File: src/rtl/grid_sweeper_pkg.sv
// Shared types and constants for the grid sweeper: neighbour directions, sweep
// states and the per-cell schedule length.
package grid_sweeper_pkg;

    typedef enum logic [2:0] {
        DIR_N  = 3'd0,
        DIR_NE = 3'd1,
        DIR_E  = 3'd2,
        DIR_SE = 3'd3,
        DIR_S  = 3'd4,
        DIR_SW = 3'd5,
        DIR_W  = 3'd6,
        DIR_NW = 3'd7
    } dir_e;

    typedef enum logic [2:0] {
        ST_IDLE   = 3'd0,
        ST_FETCH  = 3'd1,
        ST_DRAIN  = 3'd2,
        ST_WRITE  = 3'd3,
        ST_PAUSED = 3'd4
    } sweep_state_e;

    typedef struct packed {
        logic x_dec;
        logic x_inc;
        logic y_dec;
        logic y_inc;
    } offset_t;

    localparam int DEF_GRID_W  = 160;
    localparam int DEF_GRID_H  = 120;
    localparam int CELL_CYCLES = 11;
    // FETCH k=0..8, then DRAIN and WRITE make up one cell
    localparam int FETCH_LAST  = CELL_CYCLES - 3;

    function automatic offset_t dir_offset(input dir_e dir);
        offset_t o;
        o = '0;
        case (dir)
            DIR_N:   o.y_dec = 1'b1;
            DIR_NE:  begin o.y_dec = 1'b1; o.x_inc = 1'b1; end
            DIR_E:   o.x_inc = 1'b1;
            DIR_SE:  begin o.y_inc = 1'b1; o.x_inc = 1'b1; end
            DIR_S:   o.y_inc = 1'b1;
            DIR_SW:  begin o.y_inc = 1'b1; o.x_dec = 1'b1; end
            DIR_W:   o.x_dec = 1'b1;
            DIR_NW:  begin o.y_dec = 1'b1; o.x_dec = 1'b1; end
            default: o = '0;
        endcase
        return o;
    endfunction

endpackage

File: src/rtl/grid_sweeper_neighbour_addr_gen.sv
// Combinational neighbour address generator: cell + direction -> lookup address,
// clamped to the centre cell when the neighbour falls outside the grid.
module neighbour_addr_gen
    import grid_sweeper_pkg::*;
#(
    parameter int X_bits = 8,
    parameter int Y_bits = 7,
    parameter int GRID_W = DEF_GRID_W,
    parameter int GRID_H = DEF_GRID_H
) (
    input  logic [X_bits-1:0] cell_x,
    input  logic [Y_bits-1:0] cell_y,
    input  logic              centre,
    input  dir_e              dir,
    output logic [X_bits-1:0] view_x,
    output logic [Y_bits-1:0] view_y,
    output logic              in_bounds
);

    localparam logic [X_bits:0] X_ONE = {{X_bits{1'b0}}, 1'b1};
    localparam logic [Y_bits:0] Y_ONE = {{Y_bits{1'b0}}, 1'b1};
    localparam logic [X_bits:0] X_LIM = (X_bits+1)'(GRID_W);
    localparam logic [Y_bits:0] Y_LIM = (Y_bits+1)'(GRID_H);

    offset_t         off_s;
    logic [X_bits:0] x_ext_s;
    logic [Y_bits:0] y_ext_s;
    logic            x_ok_s;
    logic            y_ok_s;

    // Offset with one guard bit; bounds decided before truncating back to coordinate width
    always_comb begin
        off_s   = centre ? '0 : dir_offset(dir);
        x_ext_s = {1'b0, cell_x};
        y_ext_s = {1'b0, cell_y};
        x_ok_s  = 1'b1;
        y_ok_s  = 1'b1;
        if (off_s.x_dec) begin
            x_ok_s  = (cell_x != '0);
            x_ext_s = {1'b0, cell_x} - X_ONE;
        end else if (off_s.x_inc) begin
            x_ext_s = {1'b0, cell_x} + X_ONE;
            x_ok_s  = (x_ext_s < X_LIM);
        end else begin
            x_ok_s  = 1'b1;
        end
        if (off_s.y_dec) begin
            y_ok_s  = (cell_y != '0);
            y_ext_s = {1'b0, cell_y} - Y_ONE;
        end else if (off_s.y_inc) begin
            y_ext_s = {1'b0, cell_y} + Y_ONE;
            y_ok_s  = (y_ext_s < Y_LIM);
        end else begin
            y_ok_s  = 1'b1;
        end
        in_bounds = x_ok_s & y_ok_s;
        view_x    = in_bounds ? x_ext_s[X_bits-1:0] : cell_x;
        view_y    = in_bounds ? y_ext_s[Y_bits-1:0] : cell_y;
    end

endmodule

File: src/rtl/grid_sweeper.sv
// Per-tick raster sweeper: fetches each cell's 3x3 neighbourhood through the
// one-cycle-latency lookup port and strobes the assembled window out with write_flag.
module grid_sweeper
    import grid_sweeper_pkg::*;
#(
    parameter int X_bits      = 8,
    parameter int Y_bits      = 7,
    parameter int SIGNAL_bits = 4,
    parameter int GRID_W      = DEF_GRID_W,
    parameter int GRID_H      = DEF_GRID_H
) (
    input  logic                        newLocClock,
    input  logic                        RESET_SIM_N,
    input  logic                        RUN,
    input  logic                        PAUSE,
    input  logic                        game_tick,
    output logic [X_bits-1:0]           view_x,
    output logic [Y_bits-1:0]           view_y,
    input  logic [SIGNAL_bits-1:0]      view_signal,
    input  logic                        view_sugar,
    output logic [X_bits-1:0]           write_x,
    output logic [Y_bits-1:0]           write_y,
    output logic [7:0][SIGNAL_bits-1:0] surrounding_signals,
    output logic [SIGNAL_bits-1:0]      cur_signal,
    output logic                        cur_sugar,
    output logic                        write_flag,
    output logic                        sweep_busy,
    output logic                        sweep_done,
    output logic                        overrun
);

    localparam logic [X_bits-1:0] X_LAST   = X_bits'(GRID_W - 1);
    localparam logic [Y_bits-1:0] Y_LAST   = Y_bits'(GRID_H - 1);
    localparam logic [X_bits-1:0] X_STEP   = X_bits'(1'b1);
    localparam logic [Y_bits-1:0] Y_STEP   = Y_bits'(1'b1);
    localparam logic [3:0]        IDX_LAST = 4'(FETCH_LAST);

    sweep_state_e      state_r;
    sweep_state_e      next_state_s;
    logic [3:0]        idx_r;
    logic [3:0]        next_idx_s;
    logic [3:0]        idx_m1_s;
    logic [X_bits-1:0] next_x_s;
    logic [Y_bits-1:0] next_y_s;
    logic [X_bits-1:0] gen_x_s;
    logic [Y_bits-1:0] gen_y_s;
    logic              gen_inb_s;
    dir_e              gen_dir_s;
    logic              last_cell_s;
    logic              issue_inb_r;
    logic              prev_inb_r;
    logic              capture_s;
    logic [3:0]        slot_s;
    logic [3:0]        slot_m1_s;

    assign last_cell_s = (write_x == X_LAST) && (write_y == Y_LAST);

    // Next-state, fetch index and next-cell selection
    always_comb begin
        next_state_s = state_r;
        next_idx_s   = idx_r;
        next_x_s     = write_x;
        next_y_s     = write_y;
        case (state_r)
            ST_IDLE: begin
                if (game_tick) begin
                    next_state_s = ST_FETCH;
                    next_idx_s   = 4'd0;
                    next_x_s     = '0;
                    next_y_s     = '0;
                end else begin
                    next_state_s = ST_IDLE;
                end
            end
            ST_FETCH: begin
                if (idx_r == IDX_LAST) begin
                    next_state_s = ST_DRAIN;
                end else begin
                    next_idx_s = idx_r + 4'd1;
                end
            end
            ST_DRAIN: next_state_s = ST_WRITE;
            ST_WRITE: begin
                if (last_cell_s) begin
                    next_state_s = ST_IDLE;
                end else begin
                    if (write_x == X_LAST) begin
                        next_x_s = '0;
                        next_y_s = write_y + Y_STEP;
                    end else begin
                        next_x_s = write_x + X_STEP;
                    end
                    next_idx_s   = 4'd0;
                    next_state_s = PAUSE ? ST_PAUSED : ST_FETCH;
                end
            end
            ST_PAUSED: begin
                if (!PAUSE) begin
                    next_state_s = ST_FETCH;
                    next_idx_s   = 4'd0;
                end else begin
                    next_state_s = ST_PAUSED;
                end
            end
            default: next_state_s = ST_IDLE;
        endcase
        if (!RUN) begin
            next_state_s = ST_IDLE;
        end else begin
            next_state_s = next_state_s;
        end
    end

    // Fetch index k>0 addresses direction k-1; address is registered for the upcoming cycle
    always_comb begin
        idx_m1_s  = next_idx_s - 4'd1;
        gen_dir_s = dir_e'(idx_m1_s[2:0]);
    end

    neighbour_addr_gen #(
        .X_bits (X_bits),
        .Y_bits (Y_bits),
        .GRID_W (GRID_W),
        .GRID_H (GRID_H)
    ) u_addr_gen (
        .cell_x    (next_x_s),
        .cell_y    (next_y_s),
        .centre    (next_idx_s == 4'd0),
        .dir       (gen_dir_s),
        .view_x    (gen_x_s),
        .view_y    (gen_y_s),
        .in_bounds (gen_inb_s)
    );

    // Slot whose data is on view_signal this cycle (addressed one cycle earlier)
    always_comb begin
        capture_s = 1'b0;
        slot_s    = 4'd0;
        if ((state_r == ST_FETCH) && (idx_r != 4'd0)) begin
            capture_s = 1'b1;
            slot_s    = idx_r - 4'd1;
        end else if (state_r == ST_DRAIN) begin
            capture_s = 1'b1;
            slot_s    = IDX_LAST;
        end else begin
            capture_s = 1'b0;
        end
        slot_m1_s = slot_s - 4'd1;
    end

    // Sequencer state, cell coordinates and status flags
    always_ff @(posedge newLocClock or negedge RESET_SIM_N) begin
        if (!RESET_SIM_N) begin
            state_r    <= ST_IDLE;
            idx_r      <= 4'd0;
            write_x    <= '0;
            write_y    <= '0;
            write_flag <= 1'b0;
            sweep_busy <= 1'b0;
            sweep_done <= 1'b0;
            overrun    <= 1'b0;
        end else begin
            state_r    <= next_state_s;
            idx_r      <= next_idx_s;
            write_x    <= next_x_s;
            write_y    <= next_y_s;
            write_flag <= (next_state_s == ST_WRITE);
            sweep_busy <= (next_state_s != ST_IDLE);
            sweep_done <= (state_r == ST_WRITE) && last_cell_s && RUN;
            overrun    <= overrun | (game_tick && (state_r != ST_IDLE));
        end
    end

    // Lookup address issue and window capture
    always_ff @(posedge newLocClock or negedge RESET_SIM_N) begin
        if (!RESET_SIM_N) begin
            view_x              <= '0;
            view_y              <= '0;
            issue_inb_r         <= 1'b0;
            prev_inb_r          <= 1'b0;
            surrounding_signals <= '0;
            cur_signal          <= '0;
            cur_sugar           <= 1'b0;
        end else begin
            if (next_state_s == ST_FETCH) begin
                view_x      <= gen_x_s;
                view_y      <= gen_y_s;
                issue_inb_r <= gen_inb_s;
            end else begin
                issue_inb_r <= issue_inb_r;
            end
            prev_inb_r <= issue_inb_r;
            if (capture_s && (slot_s == 4'd0)) begin
                cur_signal <= view_signal;
                cur_sugar  <= view_sugar;
            end else if (capture_s) begin
                surrounding_signals[slot_m1_s[2:0]] <= prev_inb_r ? view_signal : '0;
            end else begin
                cur_signal <= cur_signal;
            end
        end
    end

endmodule

File: config.mk
export PLATFORM = sky130hd
export DESIGN_NAME = grid_sweeper
export DESIGN_NICKNAME = d
export VERILOG_FILES = /design/src/rtl/grid_sweeper_pkg.sv /design/src/rtl/grid_sweeper_neighbour_addr_gen.sv /design/src/rtl/grid_sweeper.sv
export SDC_FILE = /design/constraint.sdc
export NUM_CORES = 1
export LEC_CHECK = 0
export CAP_MARGIN = 15
export CELL_PAD_IN_SITES_DETAIL_PLACEMENT = 1
export CELL_PAD_IN_SITES_GLOBAL_PLACEMENT = 2
export CORE_MARGIN = 2
export CORE_UTILIZATION = 36
export DETAILED_ROUTE_END_ITERATION = 7
export PLACE_DENSITY = 0.94
export SLEW_MARGIN = 25
export SYNTH_ARGS = -nofsm -noshare
export SYNTH_HDL_FRONTEND = slang
export SYNTH_SLANG_ARGS = --single-unit
File: constraint.sdc
create_clock -name newLocClock -period 5.37 [get_ports newLocClock]
set_input_delay 1.074 -clock newLocClock [delete_from_list [all_inputs] [get_ports newLocClock]]
set_output_delay 1.074 -clock newLocClock [all_outputs]
set_load 0.05 [all_outputs]
==> summary.md <==
| Metric | Value |
|---|---|
| First-pass GRT wire length | 23.4 mm |
| Ports | 81 |
| # hold bufs at CTS | 0 |
| Die area | 14300 µm² |
| Worst Hold Class | reg -> reg |
| Final Util | 46.0% |
| Layout filler cell count | 1452 |
| Detail Placement HPWL | 10.9 mm |
| Share of layout cells above drive strength 1 | 14.6% |
| Row cnt | 42 |
| Synthesized area per cell | 9.65 µm² |
| Worst-margin pin slew | 0.850 ns |
| Critical path peak fanout | 11 |
| Initial antenna violation count | 0 |
| Routed via count | 4193 |
| FF+latch area | 2000 µm² |
| Area of the multi-input gates | 2630 µm² |
| Number of enable flip-flop cells after synthesis | 0 |
| Cell Pwr Density | 455 nW/µm² |
| Synth Cell Area | 4820 µm² |
| Crit path launch type | flop |
| Clk slew on worst S/H paths | 0.07 ns |
| Via-to-Cell Ratio | 5.57 |
| Total setup buffers inserted after CTS | 0 |
| CTS Buf Count | 9 |
| Worst Skew | 0.00625 ns |
| Antenna Nets Post-Route | 0 |
| Slew Limit Fails | 0 |
| Synth Flop Type | dfrtp_1 |
| DRT Pass-1 Iters | 4 |
| Gr usage total | 20.7% |
| Setup slack, reg-to-reg | 1.13 ns |
| RSZ-0062 raised after global routing | false |
| Crit. End Element | flop |
| TNS Setup | 0 ns |
| RD Place Congestion | 0.899 |
| VDD IR max | 0.206 mV |
| Wirelength, routed | 14.4 mm |
| Drt wl/cell | 19.2 µm |
| Synth Net Count | 520 |
| Pleak | 2.58 nW |
| Layout area overhead | 25.8% |
| Status | finished clean |
| Critical path class | reg -> reg |
| Diodes inserted | 0 |
| Die W | 120 µm |
| Most common cell after layout, fill and taps aside | dfrtp_1 |
| Clock root buffer master | clkbuf_16 |
| Placed insts | 737 |
| PortBufs | 80 |
| MaxCap Viol Count | 0 |
| Final Critical Period | 4.24 ns |
| CTS tree | yes |
| Clk buf depth | 2 |
| Final hold vios | 0 |
| Htree depth | 3 |
| Initial cell density of the core | 36.6% |
| Initial DRC Count | 175 |
| Synth warn | 0 |
| Total gr overflow | 0 |
| Residual DRC | 0 |
| Critical path required time | 5.61 ns |
| CTS resizes | 0 |
| Total Nets Final | 592 |
| Sequential element share of the synthesized area | 41.5% |
| Mapped Cells | 500 |
| Fmax | 236 MHz |
| CP arrival | 4.48 ns |
| Clk sinks | 80 |
| Finished Layout Cells | 753 |
| Headroom to the max-slew limit | 42.8% |
| Final setup viols | 0 |
| Vias in the first global route | 4394 |
| Fin crit share | 79.0% |
| Async SR Flop Fraction | 100% |
| Most frequent cells in the layout | 80 x dfrtp_1, 79 x clkdlybuf4s50_1, 41 x nand2_1 |
| Post-synth cell types | 75 |
| Clk_lat worst skew | 0.35 ns |
| Die Span Y | 120 µm |
| Post-synthesis register bit count | 80 |
| Core area | 13200 µm² |
| Pin count of the biggest net entering global routing | 81 |
-- area by class of cell --
type | instances | share of cell area (%)
Clock buffer | 10 | 3.94
Sequential cell | 80 | 33.0
Multi-Input combinational cell | 377 | 43.3
Timing Repair Buffer | 83 | 13.6
Inverter | 21 | 1.30
Clock inverter | 6 | 1.22
Tap cell | 176 | 3.63
-- kinds of logic after synthesis --
family                   Yosys count  synth area share [%]
AND/OR/NAND/NOR                  198                  23.4
AO/OA/AOI/OAI                    113                  16.1
flip-flops                        80                  41.5
multiplexers                      45                  10.4
buffers and inverters             43                  4.02
XOR/XNOR                          11                  2.00
adder cells (fa/ha/maj)           10                  2.59
-- synth_stat cells, drive strengths merged, types with 3 or more instances --
cell | n | area (µm²)
o21ai | 25 | 125
nand3 | 19 | 95.1
o31ai | 5 | 37.5
nand4 | 8 | 65.1
a32oi | 3 | 26.3
a22o | 3 | 26.3
o21a | 3 | 22.5
mux2 | 40 | 450
nor3 | 21 | 120
a211oi | 5 | 42.5
nor4 | 7 | 43.8
clkbuf | 11 | 41.3
and2 | 11 | 68.8
nor3b | 6 | 56.3
ha | 10 | 125
a21o | 3 | 22.5
mux2i | 5 | 50.1
a22oi | 3 | 22.5
nand2 | 42 | 160
a221o | 3 | 30.0
xnor2 | 10 | 87.6
and3b | 3 | 26.3
nand4b | 3 | 26.3
a31oi | 10 | 77.6
nand3b | 6 | 45.0
a21oi | 25 | 129
nor2 | 33 | 126
dfrtp | 80 | 2000
nand2b | 8 | 50.1
inv | 21 | 78.8
or2 | 5 | 31.3
nor4b | 5 | 56.3
buf | 11 | 73.8
and3 | 11 | 68.8
o311ai | 3 | 26.3
-- critical path, stage by stage (launching register included) --
cell      delay (ns)
dfrtp_1         0.47
ha_1            0.35
nand4_4         0.21
nor3_1          0.57
nand2_1         0.20
o21ai_0         0.53
ha_1            0.32
nand2_1         0.11
nor4b_1         0.16
or3_4           0.46
nor2_2          0.32
a211oi_1        0.13
a221o_1         0.29
-- report_power, final --
part	switching [W]	internal, W
clock	0.000269	0.000380
sequential	0.000102	0.000740
combinational	0.000811	0.000459
-- registers in the layout, indices dropped and copies added, names as in the netlist --
| signal | flops |
|---|---|
| cur_signal | 4 |
| issue_inb_r | 1 |
| sweep_done | 1 |
| view_y | 7 |
| view_x | 8 |
| write_y | 7 |
| write_x | 8 |
| cur_sugar | 1 |
| write_flag | 1 |
| sweep_busy | 1 |
| state_r | 3 |
| surrounding_signals | 32 |
| overrun | 1 |
| idx_r | 4 |
| prev_inb_r | 1 |
-- per-stage QoR --
step	setup slack [ns]	power, W	cell area [µm²]	hold WS, ns
final	1.13	0.00276	6070	0.459
after global routing	0.824	0.00289	6070	0.473
after CTS	1.17	0.00279	6060	0.463
after detailed placement	0.854	0.00212	5750	0.446
after global placement	0.916	0.00209	5750	0.444
after floorplan	1.64	0.00171	4820	0.354
-- final timing paths --
path / to / from / cells after the start
worst max-delay path: view_y[1] / write_x[1] / 12
worst min-delay path: prev_inb_r / issue_inb_r / 0
worst max register to register: view_y[1] / write_x[1] / 12
worst min register to register: prev_inb_r / issue_inb_r / 0
max in group asynchronous: view_x[7] / RESET_SIM_N / 1
min in group asynchronous: surrounding_signals[2] / RESET_SIM_N / 1
-- per-layer routing --
metal	global-route usage [%]	part of all wire (%)	up-vias
met4	5.96	0.92	0
met3	3.37	3.8	9
li1	-	-	1998
met5	0	0	-
met2	36.1	50	107
met1	26.6	45	2079
Note: power is estimated with default switching activity, not from simulation.
